`src/rtl/branch_resolve_updater_pkg.sv`:
```
// Shared types and helpers for the branch resolve / predictor update block.
// Lane records, FSM states and the misprediction/next-PC rules live here.
package branch_resolve_pkg;

  localparam int PKG_SIZE       = 32;
  localparam int PKG_ROB_IDX_W  = 5;
  localparam int PKG_RAS_PTR_W  = 3;
  localparam int RECOVER_CYCLES_DEF = 2;
  localparam int NUM_LANES      = 3;

  typedef struct packed {
    logic                     valid;
    logic [PKG_SIZE-1:0]      pc;
    logic                     is_branch;
    logic                     is_jalr;
    logic                     is_jal;
    logic                     pred_taken;
    logic [PKG_SIZE-1:0]      pred_target;
    logic                     actual_taken;
    logic [PKG_SIZE-1:0]      actual_target;
    logic [PKG_ROB_IDX_W-1:0] rob_idx;
    logic [PKG_RAS_PTR_W-1:0] ras_tos;
  } resolve_t;

  typedef enum logic {
    IDLE    = 1'b0,
    RECOVER = 1'b1
  } upd_state_e;

  // Unconditional jumps are always taken, so only the target can be wrong.
  function automatic logic lane_mispredict(resolve_t r);
    if (r.is_branch)
      return (r.pred_taken != r.actual_taken) ||
             (r.actual_taken && (r.pred_target != r.actual_target));
    if (r.is_jal || r.is_jalr)
      return r.pred_target != r.actual_target;
    return 1'b0;
  endfunction

  function automatic logic [PKG_SIZE-1:0] lane_correct_pc(resolve_t r);
    return r.actual_taken ? r.actual_target : r.pc + PKG_SIZE'(4);
  endfunction

endpackage

```
`src/rtl/branch_resolve_updater_if.sv`:
```
// Resolve bundle from the FUs plus the predictor update / redirect bundle.
// The updater uses the slave modport; the FU side (or a bench) uses master.
interface branch_resolve_if
  import branch_resolve_pkg::*;
#(
  parameter int size      = PKG_SIZE,
  parameter int ROB_IDX_W = PKG_ROB_IDX_W,
  parameter int RAS_PTR_W = PKG_RAS_PTR_W
);
  logic [NUM_LANES-1:0] resolve_valid_i;
  logic [size-1:0]      resolve_pc_i [NUM_LANES];
  logic [NUM_LANES-1:0] resolve_is_branch_i;
  logic [NUM_LANES-1:0] resolve_is_jalr_i;
  logic [NUM_LANES-1:0] resolve_is_jal_i;
  logic [NUM_LANES-1:0] pred_taken_i;
  logic [size-1:0]      pred_target_i [NUM_LANES];
  logic [NUM_LANES-1:0] actual_taken_i;
  logic [size-1:0]      actual_target_i [NUM_LANES];
  logic [ROB_IDX_W-1:0] rob_idx_i [NUM_LANES];
  logic [RAS_PTR_W-1:0] ras_tos_i [NUM_LANES];

  logic [size-1:0]      update_prediction_pc [NUM_LANES];
  logic [NUM_LANES-1:0] update_prediction_valid_o;
  logic [NUM_LANES-1:0] misprediction;
  logic [size-1:0]      correct_pc [NUM_LANES];
  logic [NUM_LANES-1:0] jalr_update_valid;
  logic [size-1:0]      jalr_update_prediction_pc [NUM_LANES];
  logic                 ras_restore_en_o;
  logic [RAS_PTR_W-1:0] ras_restore_tos_o;
  logic                 flush_o;
  logic [size-1:0]      redirect_pc_o;
  logic                 recovering_o;

  modport master (
    output resolve_valid_i, resolve_pc_i, resolve_is_branch_i, resolve_is_jalr_i,
           resolve_is_jal_i, pred_taken_i, pred_target_i, actual_taken_i,
           actual_target_i, rob_idx_i, ras_tos_i,
    input  update_prediction_pc, update_prediction_valid_o, misprediction, correct_pc,
           jalr_update_valid, jalr_update_prediction_pc, ras_restore_en_o,
           ras_restore_tos_o, flush_o, redirect_pc_o, recovering_o
  );

  modport slave (
    input  resolve_valid_i, resolve_pc_i, resolve_is_branch_i, resolve_is_jalr_i,
           resolve_is_jal_i, pred_taken_i, pred_target_i, actual_taken_i,
           actual_target_i, rob_idx_i, ras_tos_i,
    output update_prediction_pc, update_prediction_valid_o, misprediction, correct_pc,
           jalr_update_valid, jalr_update_prediction_pc, ras_restore_en_o,
           ras_restore_tos_o, flush_o, redirect_pc_o, recovering_o
  );
endinterface

```
`src/rtl/branch_resolve_updater_rob_age_compare.sv`:
```
// Age comparator: a is strictly older than b when its distance from the ROB
// head is smaller, with both distances taken modulo the index width.
module rob_age_compare #(
  parameter int ROB_IDX_W = 5
) (
  input  logic [ROB_IDX_W-1:0] idx_a,
  input  logic [ROB_IDX_W-1:0] idx_b,
  input  logic [ROB_IDX_W-1:0] head,
  output logic                 a_older
);
  logic [ROB_IDX_W-1:0] age_a;
  logic [ROB_IDX_W-1:0] age_b;

  assign age_a   = idx_a - head;
  assign age_b   = idx_b - head;
  assign a_older = age_a < age_b;
endmodule

```
`src/rtl/branch_resolve_updater.sv`:
```
// Classifies FU branch/jump resolves, drives registered predictor updates and
// a single redirect for the oldest mispredict, then filters squashed resolves.
module branch_resolve_updater
  import branch_resolve_pkg::*;
#(
  parameter int size           = PKG_SIZE,
  parameter int ROB_IDX_W      = PKG_ROB_IDX_W,
  parameter int RAS_PTR_W      = PKG_RAS_PTR_W,
  parameter int RECOVER_CYCLES = RECOVER_CYCLES_DEF
) (
  input  logic                 clk,
  input  logic                 reset,
  input  logic [ROB_IDX_W-1:0] rob_head_i,
  branch_resolve_if.slave      rif
);
  localparam int CNT_W = $clog2(RECOVER_CYCLES + 1);

  resolve_t [NUM_LANES-1:0]           lane;
  logic [NUM_LANES-1:0]               lane_mp;
  logic [size-1:0]                    lane_cpc [NUM_LANES];
  logic [NUM_LANES-1:0]               flush_older;
  logic [NUM_LANES-1:0]               cand;
  logic [NUM_LANES-1:0]               mp_cand;
  logic [NUM_LANES-1:0]               win;
  logic [NUM_LANES-1:0]               live;
  // older_lane[a][b]: lane a is older than lane b (ties favour the lower lane)
  logic [NUM_LANES-1:0][NUM_LANES-1:0] older_lane;

  logic                 any_win;
  logic [ROB_IDX_W-1:0] w_rob;
  logic [size-1:0]      w_cpc;
  logic [RAS_PTR_W-1:0] w_tos;

  upd_state_e           state_reg, state_next;
  logic [CNT_W-1:0]     cnt_reg, cnt_next;
  logic [ROB_IDX_W-1:0] flush_rob_reg, flush_rob_next;

  logic [NUM_LANES-1:0] upd_valid_reg, upd_valid_next;
  logic [NUM_LANES-1:0] mispred_reg, mispred_next;
  logic [NUM_LANES-1:0] jalr_valid_reg, jalr_valid_next;
  logic [size-1:0]      upd_pc_reg [NUM_LANES];
  logic [size-1:0]      upd_pc_next [NUM_LANES];
  logic [size-1:0]      cpc_reg [NUM_LANES];
  logic [size-1:0]      cpc_next [NUM_LANES];
  logic [size-1:0]      jalr_pc_reg [NUM_LANES];
  logic [size-1:0]      jalr_pc_next [NUM_LANES];
  logic                 flush_reg, flush_next;
  logic [size-1:0]      redirect_reg, redirect_next;
  logic                 ras_en_reg, ras_en_next;
  logic [RAS_PTR_W-1:0] ras_tos_reg, ras_tos_next;

  always_comb begin
    for (int k = 0; k < NUM_LANES; k++) begin
      lane[k].valid         = rif.resolve_valid_i[k];
      lane[k].pc            = rif.resolve_pc_i[k];
      lane[k].is_branch     = rif.resolve_is_branch_i[k];
      lane[k].is_jalr       = rif.resolve_is_jalr_i[k];
      lane[k].is_jal        = rif.resolve_is_jal_i[k];
      lane[k].pred_taken    = rif.pred_taken_i[k];
      lane[k].pred_target   = rif.pred_target_i[k];
      lane[k].actual_taken  = rif.actual_taken_i[k];
      lane[k].actual_target = rif.actual_target_i[k];
      lane[k].rob_idx       = rif.rob_idx_i[k];
      lane[k].ras_tos       = rif.ras_tos_i[k];
      lane_mp[k]            = lane_mispredict(lane[k]);
      lane_cpc[k]           = lane_correct_pc(lane[k]);
    end
  end

  genvar gi, gj;
  generate
    for (gi = 0; gi < NUM_LANES; gi++) begin : g_lane
      // Age is recomputed against the current head every cycle.
      rob_age_compare #(.ROB_IDX_W(ROB_IDX_W)) u_flush_age (
        .idx_a   (lane[gi].rob_idx),
        .idx_b   (flush_rob_reg),
        .head    (rob_head_i),
        .a_older (flush_older[gi])
      );

      assign older_lane[gi][gi] = 1'b0;
      assign cand[gi]    = lane[gi].valid && ((state_reg == IDLE) || flush_older[gi]);
      assign mp_cand[gi] = cand[gi] && lane_mp[gi];

      for (gj = gi + 1; gj < NUM_LANES; gj++) begin : g_pair
        logic hi_older;
        rob_age_compare #(.ROB_IDX_W(ROB_IDX_W)) u_pair_age (
          .idx_a   (lane[gj].rob_idx),
          .idx_b   (lane[gi].rob_idx),
          .head    (rob_head_i),
          .a_older (hi_older)
        );
        assign older_lane[gi][gj] = ~hi_older;
        assign older_lane[gj][gi] = hi_older;
      end
    end
  endgenerate

  // Oldest mispredicting candidate, then squash everything younger than it.
  always_comb begin
    win = '0;
    for (int k = 0; k < NUM_LANES; k++) begin
      win[k] = mp_cand[k];
      for (int m = 0; m < NUM_LANES; m++)
        if (m != k && mp_cand[m] && !older_lane[k][m]) win[k] = 1'b0;
    end
  end

  always_comb begin
    live = cand;
    for (int k = 0; k < NUM_LANES; k++)
      for (int w = 0; w < NUM_LANES; w++)
        if (win[w] && older_lane[w][k]) live[k] = 1'b0;
  end

  always_comb begin
    any_win = |win;
    w_rob   = '0;
    w_cpc   = '0;
    w_tos   = '0;
    for (int k = 0; k < NUM_LANES; k++) begin
      if (win[k]) begin
        w_rob = lane[k].rob_idx;
        w_cpc = lane_cpc[k];
        w_tos = lane[k].ras_tos;
      end
    end
  end

  always_comb begin
    state_next     = state_reg;
    cnt_next       = cnt_reg;
    flush_rob_next = flush_rob_reg;
    if (any_win) begin
      state_next     = RECOVER;
      cnt_next       = CNT_W'(RECOVER_CYCLES);
      flush_rob_next = w_rob;
    end else if (state_reg == RECOVER) begin
      cnt_next = cnt_reg - 1'b1;
      if (cnt_reg == CNT_W'(1)) state_next = IDLE;
    end
  end

  always_comb begin
    for (int k = 0; k < NUM_LANES; k++) begin
      upd_valid_next[k]  = live[k] && lane[k].is_branch;
      jalr_valid_next[k] = live[k] && lane[k].is_jalr;
      mispred_next[k]    = live[k] && lane_mp[k];
      upd_pc_next[k]     = live[k] ? lane[k].pc : '0;
      jalr_pc_next[k]    = live[k] ? lane[k].pc : '0;
      cpc_next[k]        = live[k] ? lane_cpc[k] : '0;
    end
    flush_next    = any_win;
    redirect_next = w_cpc;
    ras_en_next   = any_win;
    ras_tos_next  = w_tos;
  end

  always_ff @(posedge clk) begin
    if (reset) begin
      state_reg      <= IDLE;
      cnt_reg        <= '0;
      flush_rob_reg  <= '0;
      upd_valid_reg  <= '0;
      mispred_reg    <= '0;
      jalr_valid_reg <= '0;
      for (int k = 0; k < NUM_LANES; k++) begin
        upd_pc_reg[k]  <= '0;
        jalr_pc_reg[k] <= '0;
        cpc_reg[k]     <= '0;
      end
      flush_reg      <= 1'b0;
      redirect_reg   <= '0;
      ras_en_reg     <= 1'b0;
      ras_tos_reg    <= '0;
    end else begin
      state_reg      <= state_next;
      cnt_reg        <= cnt_next;
      flush_rob_reg  <= flush_rob_next;
      upd_valid_reg  <= upd_valid_next;
      mispred_reg    <= mispred_next;
      jalr_valid_reg <= jalr_valid_next;
      for (int k = 0; k < NUM_LANES; k++) begin
        upd_pc_reg[k]  <= upd_pc_next[k];
        jalr_pc_reg[k] <= jalr_pc_next[k];
        cpc_reg[k]     <= cpc_next[k];
      end
      flush_reg      <= flush_next;
      redirect_reg   <= redirect_next;
      ras_en_reg     <= ras_en_next;
      ras_tos_reg    <= ras_tos_next;
    end
  end

  generate
    for (gi = 0; gi < NUM_LANES; gi++) begin : g_out
      assign rif.update_prediction_pc[gi]      = upd_pc_reg[gi];
      assign rif.correct_pc[gi]                = cpc_reg[gi];
      assign rif.jalr_update_prediction_pc[gi] = jalr_pc_reg[gi];
    end
  endgenerate

  assign rif.update_prediction_valid_o = upd_valid_reg;
  assign rif.misprediction             = mispred_reg;
  assign rif.jalr_update_valid         = jalr_valid_reg;
  assign rif.ras_restore_en_o          = ras_en_reg;
  assign rif.ras_restore_tos_o         = ras_tos_reg;
  assign rif.flush_o                   = flush_reg;
  assign rif.redirect_pc_o             = redirect_reg;
  assign rif.recovering_o              = (state_reg == RECOVER);

endmodule
```
`src/flat_wrapper.sv`:
```
// flat-port wrapper written by rule: the top's interface ports become plain ports
module branch_resolve_updater_flat import branch_resolve_pkg::*;
#(
  parameter int size           = PKG_SIZE,
  parameter int ROB_IDX_W      = PKG_ROB_IDX_W,
  parameter int RAS_PTR_W      = PKG_RAS_PTR_W,
  parameter int RECOVER_CYCLES = RECOVER_CYCLES_DEF
)
  (clk, reset, rob_head_i, rif_resolve_valid_i, rif_resolve_pc_i, rif_resolve_is_branch_i, rif_resolve_is_jalr_i, rif_resolve_is_jal_i, rif_pred_taken_i, rif_pred_target_i, rif_actual_taken_i, rif_actual_target_i, rif_rob_idx_i, rif_ras_tos_i, rif_update_prediction_pc, rif_update_prediction_valid_o, rif_misprediction, rif_correct_pc, rif_jalr_update_valid, rif_jalr_update_prediction_pc, rif_ras_restore_en_o, rif_ras_restore_tos_o, rif_flush_o, rif_redirect_pc_o, rif_recovering_o);
  branch_resolve_if #(.size(size), .ROB_IDX_W(ROB_IDX_W), .RAS_PTR_W(RAS_PTR_W)) rif_i ();
  input  logic clk;
  input  logic reset;
  input  logic [ROB_IDX_W-1:0] rob_head_i;
  input wire logic [$bits(rif_i.resolve_valid_i)-1:0] rif_resolve_valid_i;
  input wire logic [$bits(rif_i.resolve_pc_i)-1:0] rif_resolve_pc_i;
  input wire logic [$bits(rif_i.resolve_is_branch_i)-1:0] rif_resolve_is_branch_i;
  input wire logic [$bits(rif_i.resolve_is_jalr_i)-1:0] rif_resolve_is_jalr_i;
  input wire logic [$bits(rif_i.resolve_is_jal_i)-1:0] rif_resolve_is_jal_i;
  input wire logic [$bits(rif_i.pred_taken_i)-1:0] rif_pred_taken_i;
  input wire logic [$bits(rif_i.pred_target_i)-1:0] rif_pred_target_i;
  input wire logic [$bits(rif_i.actual_taken_i)-1:0] rif_actual_taken_i;
  input wire logic [$bits(rif_i.actual_target_i)-1:0] rif_actual_target_i;
  input wire logic [$bits(rif_i.rob_idx_i)-1:0] rif_rob_idx_i;
  input wire logic [$bits(rif_i.ras_tos_i)-1:0] rif_ras_tos_i;
  output wire logic [$bits(rif_i.update_prediction_pc)-1:0] rif_update_prediction_pc;
  output wire logic [$bits(rif_i.update_prediction_valid_o)-1:0] rif_update_prediction_valid_o;
  output wire logic [$bits(rif_i.misprediction)-1:0] rif_misprediction;
  output wire logic [$bits(rif_i.correct_pc)-1:0] rif_correct_pc;
  output wire logic [$bits(rif_i.jalr_update_valid)-1:0] rif_jalr_update_valid;
  output wire logic [$bits(rif_i.jalr_update_prediction_pc)-1:0] rif_jalr_update_prediction_pc;
  output wire logic [$bits(rif_i.ras_restore_en_o)-1:0] rif_ras_restore_en_o;
  output wire logic [$bits(rif_i.ras_restore_tos_o)-1:0] rif_ras_restore_tos_o;
  output wire logic [$bits(rif_i.flush_o)-1:0] rif_flush_o;
  output wire logic [$bits(rif_i.redirect_pc_o)-1:0] rif_redirect_pc_o;
  output wire logic [$bits(rif_i.recovering_o)-1:0] rif_recovering_o;
  assign rif_i.resolve_valid_i = rif_resolve_valid_i;
  assign rif_i.resolve_pc_i = {>>{rif_resolve_pc_i}};
  assign rif_i.resolve_is_branch_i = rif_resolve_is_branch_i;
  assign rif_i.resolve_is_jalr_i = rif_resolve_is_jalr_i;
  assign rif_i.resolve_is_jal_i = rif_resolve_is_jal_i;
  assign rif_i.pred_taken_i = rif_pred_taken_i;
  assign rif_i.pred_target_i = {>>{rif_pred_target_i}};
  assign rif_i.actual_taken_i = rif_actual_taken_i;
  assign rif_i.actual_target_i = {>>{rif_actual_target_i}};
  assign rif_i.rob_idx_i = {>>{rif_rob_idx_i}};
  assign rif_i.ras_tos_i = {>>{rif_ras_tos_i}};
  assign rif_update_prediction_pc = {>>{rif_i.update_prediction_pc}};
  assign rif_update_prediction_valid_o = rif_i.update_prediction_valid_o;
  assign rif_misprediction = rif_i.misprediction;
  assign rif_correct_pc = {>>{rif_i.correct_pc}};
  assign rif_jalr_update_valid = rif_i.jalr_update_valid;
  assign rif_jalr_update_prediction_pc = {>>{rif_i.jalr_update_prediction_pc}};
  assign rif_ras_restore_en_o = rif_i.ras_restore_en_o;
  assign rif_ras_restore_tos_o = rif_i.ras_restore_tos_o;
  assign rif_flush_o = rif_i.flush_o;
  assign rif_redirect_pc_o = rif_i.redirect_pc_o;
  assign rif_recovering_o = rif_i.recovering_o;
  branch_resolve_updater #(.size(size), .ROB_IDX_W(ROB_IDX_W), .RAS_PTR_W(RAS_PTR_W), .RECOVER_CYCLES(RECOVER_CYCLES)) u_core (.clk(clk), .reset(reset), .rob_head_i(rob_head_i), .rif(rif_i));
endmodule
```
`config.mk`:
```
export PLATFORM = sky130hd
export DESIGN_NAME = branch_resolve_updater_flat
export DESIGN_NICKNAME = d
export VERILOG_FILES = /design/src/rtl/branch_resolve_updater_pkg.sv /design/src/rtl/branch_resolve_updater_if.sv /design/src/rtl/branch_resolve_updater_rob_age_compare.sv /design/src/rtl/branch_resolve_updater.sv /design/src/flat_wrapper.sv
export SDC_FILE = /design/constraint.sdc
export NUM_CORES = 1
export LEC_CHECK = 0
export ABC_AREA = 1
export CAP_MARGIN = 0
export CORE_AREA = 5 5 260 262
export CTS_CLUSTER_SIZE = 40
export DETAILED_ROUTE_END_ITERATION = 16
export DIE_AREA = 0 0 265 267
export MAX_ROUTING_LAYER = met4
export PLACE_DENSITY = 0.55
export SYNTH_ARGS = -nofsm -noshare
export SYNTH_HDL_FRONTEND = slang
export SYNTH_SLANG_ARGS = --single-unit
export TNS_END_PERCENT = 30
```
`constraint.sdc`:
```
create_clock -name clk -period 7.52 [get_ports clk]
set_input_delay 1.504 -clock clk [delete_from_list [all_inputs] [get_ports clk]]
set_output_delay 1.504 -clock clk [all_outputs]
set_load 0.05 [all_outputs]
```
==> out/results.txt <==
The run finished with clean final reports. 0 antenna diodes ended up in the layout. The tool flagged a number of max-cap violations equal to 0. The startpoint identified for the worst register-to-register timing path is u_core.flush_rob_reg[0]$_SDFFE_PP0P_.

For this run the aggregate overflow at the end of global routing stands at 0. VDD sags by at most 134 µV. For this block, the routed nets add up to 74700 µm of wire. Hold timing on the final database bottoms out at a slack of 463 ps. Global routing used 20.5% of the available tracks. The power density normalized to cell area is 265 nW/µm². The share of synthesized area occupied by flip-flops and latches is 34.5%, and the share of flip-flops with an asynchronous set or reset is 0%. For this block, the via count after detailed routing is 14793. The number of hold-repair buffers added at the cts stage is 0, and the worst reg-to-reg path cell count is 17.

The endpoint identified for the worst register-to-register timing path is u_core.cpc_reg[0][65]$_SDFF_PP0_. Pin placement for this block handled 672 I/O pins. Port buffering added 671 buffers. In the post-synthesis netlist, the biggest area contributors are sky130_fd_sc_hd__dfxtp_1 35%, sky130_fd_sc_hd__nor2_1 11%, sky130_fd_sc_hd__nand2_1 10%.

For the first-pass detailed-route iteration total, the log shows 5. The biggest area contributor in the post-synthesis netlist is sky130_fd_sc_hd__dfxtp_1. In the post-synthesis netlist, the cell with the most instances is sky130_fd_sc_hd__nor2_1. The part of the cycle the worst path needs was 74.6%. The die outline area was 70800 µm²; the layout-stage area growth over the synthesis result was 56.7%. In the synthesized netlist the dominant register cell turns out to be sky130_fd_sc_hd__dfxtp_1.

The critical path is of the in2reg type. On the worst path, the slowest cell contributes a delay of 490 ps. The final-report hold violation count is 0. The worst hold endpoint is u_core.flush_rob_reg[0]$_SDFFE_PP0P_. The width of the die works out to 265 µm.

The worst hold path begins at u_core.flush_rob_reg[0]$_SDFFE_PP0P_. The average wire per cell in the routed design is 21.1 µm. Setup repair after global routing left no endpoint under its margin.

Setup total negative slack on the finished layout was measured at 0 ps. For this run, the post-layout net count is 3040. For the worst setup path, the data arrival time is 6080 ps.

The fraction of layout instances using a drive strength above 1 was 3.69%; the clock sink total was 245. TritonCTS built the clock tree. In this run the remaining antenna-violating nets after routing total 0. The transition time at the pin with the least slew margin is 964 ps. The number of global-route vias before repair is 14750. STA classifies the critical path startpoint as an input port.

The later pin in the worst-skew pair is clocked with a latency of 540 ps. The worst path required time came out at 7990 ps. The cell sitting at the root of the clock tree is a sky130_fd_sc_hd__clkbuf_16.

The tools report the worst setup path startpoint as rob_head_i[1]. After synthesis, the netlist uses 49 different library cells. Across the routed clock network, the largest skew measured is 11.1 ps.

For the count of pins over their slew limit, the log shows 0. The net count after synthesis came out at 2473. After clock tree synthesis, the repair step resized 0 gates. The tools report the initial antenna violation count as 1. The clock passes through at most 3 buffers. The clock edge transition at the registers on the reported setup and hold paths was 60 ps.

Yosys printed 0 warnings. The clock period could shrink to 5610 ps. In this run the worst hold path is classified as reg2reg. The count of final setup violators was 0. Across all register-to-register paths, the minimum setup slack is 3260 ps. For this configuration, the core starts out at a cell density of 21.8%. The largest individual stage delay along the critical path comes from the cell sky130_fd_sc_hd__clkdlybuf4s50_1. In this run the core area contains 94 standard-cell rows.

The H-tree was split into 2 levels. The number of enable flip-flop cells after synthesis is 0. Each instance of the synthesized netlist takes up on average 6.80 µm².

The endpoint type of the worst setup path was a register. Using the TritonRoute via totals, the vias-per-cell ratio works out to 4.17. The wire-length estimate of the detail-placed layout is 63100 µm. The synthesized netlist occupies a cell area of 14200 µm².

Post-CTS timing repair inserted 0 buffers for setup. Sorting the synthesized cells by how often they occur yields 406 x sky130_fd_sc_hd__nor2_1, 377 x sky130_fd_sc_hd__nand2_1, 345 x sky130_fd_sc_hd__inv_1. The area of the core region came out at 65200 µm². The worst hold path was traced through 2 stages. In this run the worst path has a maximum fanout of 40. The die is 267 µm tall.

Counting flops and latches in the post-synthesis netlist gives 245. Timing would allow up to 0.178 GHz. The remaining design rule violation count is 0, and the standby leakage power is 10.0 nW.

The run gives 35.1% as the headroom to the max-slew limit. Routability-driven placement finished with a final weighted congestion of 0.920. Walking the worst path, the cells encountered are clkdlybuf4s50_1 -> inv_1 -> fa_1 -> a21oi_1 -> nor2_1 -> nor2_1 -> xor2_1 -> ha_1 -> nand2_1 -> inv_1 -> o21ai_0 -> nand2_1 -> a31oi_1 -> nand4_1 -> nand3_2 -> inv_1 -> nand2_1 -> nand3_4 -> buf_4 -> nor2_1. Entering global routing, the biggest net connects 68 pins. The first global-routing pass estimated 103000 µm of wire. Clock tree synthesis inserted a total of 35 buffers. The synthesized design devotes to its leading area cell type 34.5% of total area. Counting every instance in the synthesized netlist gives 2091.

The tools report the number of design-rule violations left by the first detailed-router iteration as 859.
worst max-delay path, delay by kind of cell:
| family | cells | cell delay [ps] |
|---|---|---|
| buffers and inverters | 5 | 1220 |
| and+or+nand+nor | 9 | 1640 |
| xor gates and xnor gates | 1 | 360 |
| AOI/OAI and AO/OA | 3 | 490 |
| adders and majority gates | 2 | 810 |
worst max path at each step:
stage	end	cells after the start
after global routing	u_core.cpc_reg[0][69]$_SDFF_PP0_	20
after floorplan	u_core.rif.redirect_pc_o[25]$_SDFF_PP0_	23
after global placement	u_core.cpc_reg[0][65]$_SDFF_PP0_	20
final	u_core.cpc_reg[0][65]$_SDFF_PP0_	20
after CTS	u_core.cpc_reg[0][65]$_SDFF_PP0_	20
after detailed placement	u_core.cpc_reg[0][65]$_SDFF_PP0_	20
logic make-up (layout without fill, tap and decap cells):
logic type                 count (synthesis)  in the layout  synth area share, %
xor gates and xnor gates                 144            144                 8.88
and+or+nand+nor                          971            971                 28.6
AOI/OAI and AO/OA                        167            167                 6.25
muxes                                     15             15                 1.06
buffers and inverters                    504           1093                 16.6
adders and majority gates                 45             45                 4.17
DFF                                      245            245                 34.5
per-stage QoR:
step	std cells	worst slack [ps]	power, mW	utilization [%]	instance area, µm²
6_report	3544	1910	5.90	34.2	22300
5_1_grt	3544	1520	6.21	34.2	22300
4_1_cts	3544	1860	5.99	34.2	22300
3_5_place_dp	3485	1280	4.26	32.4	21100
3_3_place_gp	3485	1340	4.26	32.4	21100
2_1_floorplan	2091	3130	3.26	-	14200
cell usage in the layout, fill, tap and decap left out, types with 15 or more instances in the layout:
| cell type | count |
|---|---|
| sky130_fd_sc_hd__o21ai_0 | 99 |
| sky130_fd_sc_hd__nor2_1 | 406 |
| sky130_fd_sc_hd__nand3_1 | 54 |
| sky130_fd_sc_hd__ha_1 | 41 |
| sky130_fd_sc_hd__clkdlybuf4s50_1 | 670 |
| sky130_fd_sc_hd__xor2_1 | 70 |
| sky130_fd_sc_hd__dfxtp_1 | 245 |
| sky130_fd_sc_hd__a21oi_1 | 23 |
| sky130_fd_sc_hd__xnor2_1 | 74 |
| sky130_fd_sc_hd__buf_4 | 15 |
| sky130_fd_sc_hd__nor3_1 | 28 |
| sky130_fd_sc_hd__clkbuf_16 | 35 |
| sky130_fd_sc_hd__nand4_1 | 58 |
| sky130_fd_sc_hd__nand2_1 | 377 |
| sky130_fd_sc_hd__o21ai_1 | 25 |
| sky130_fd_sc_hd__mux2i_1 | 15 |
| sky130_fd_sc_hd__inv_1 | 345 |
layer usage:
metal  GRT usage, %  vias to the layer above  wire, µm
li1               -                     7463         -
met1           24.8                     6728     31600
met2           35.1                      526     36800
met3           4.46                       76      4850
met4           4.50                        0      1530
met5              -                        -         0
area by class of cell:
| cell class | count | area (µm²) |
|---|---|---|
| tap | 864 | 1080 |
| multi-input combinational | 1342 | 6970 |
| clock inverter | 13 | 180 |
| inverter | 346 | 1300 |
| fill | 7036 | 42900 |
| clock buffer | 46 | 967 |
| timing repair buffer | 688 | 6860 |
| sequential | 245 | 4900 |
power breakdown:
group	switching (mW)	internal [mW]	total (mW)
Clock	0.654	1.04	1.69
Combinational	1.76	0.844	2.60
Sequential	0.113	1.49	1.61
Total	2.53	3.38	5.90
Note: power is estimated with default switching activity, not from simulation.
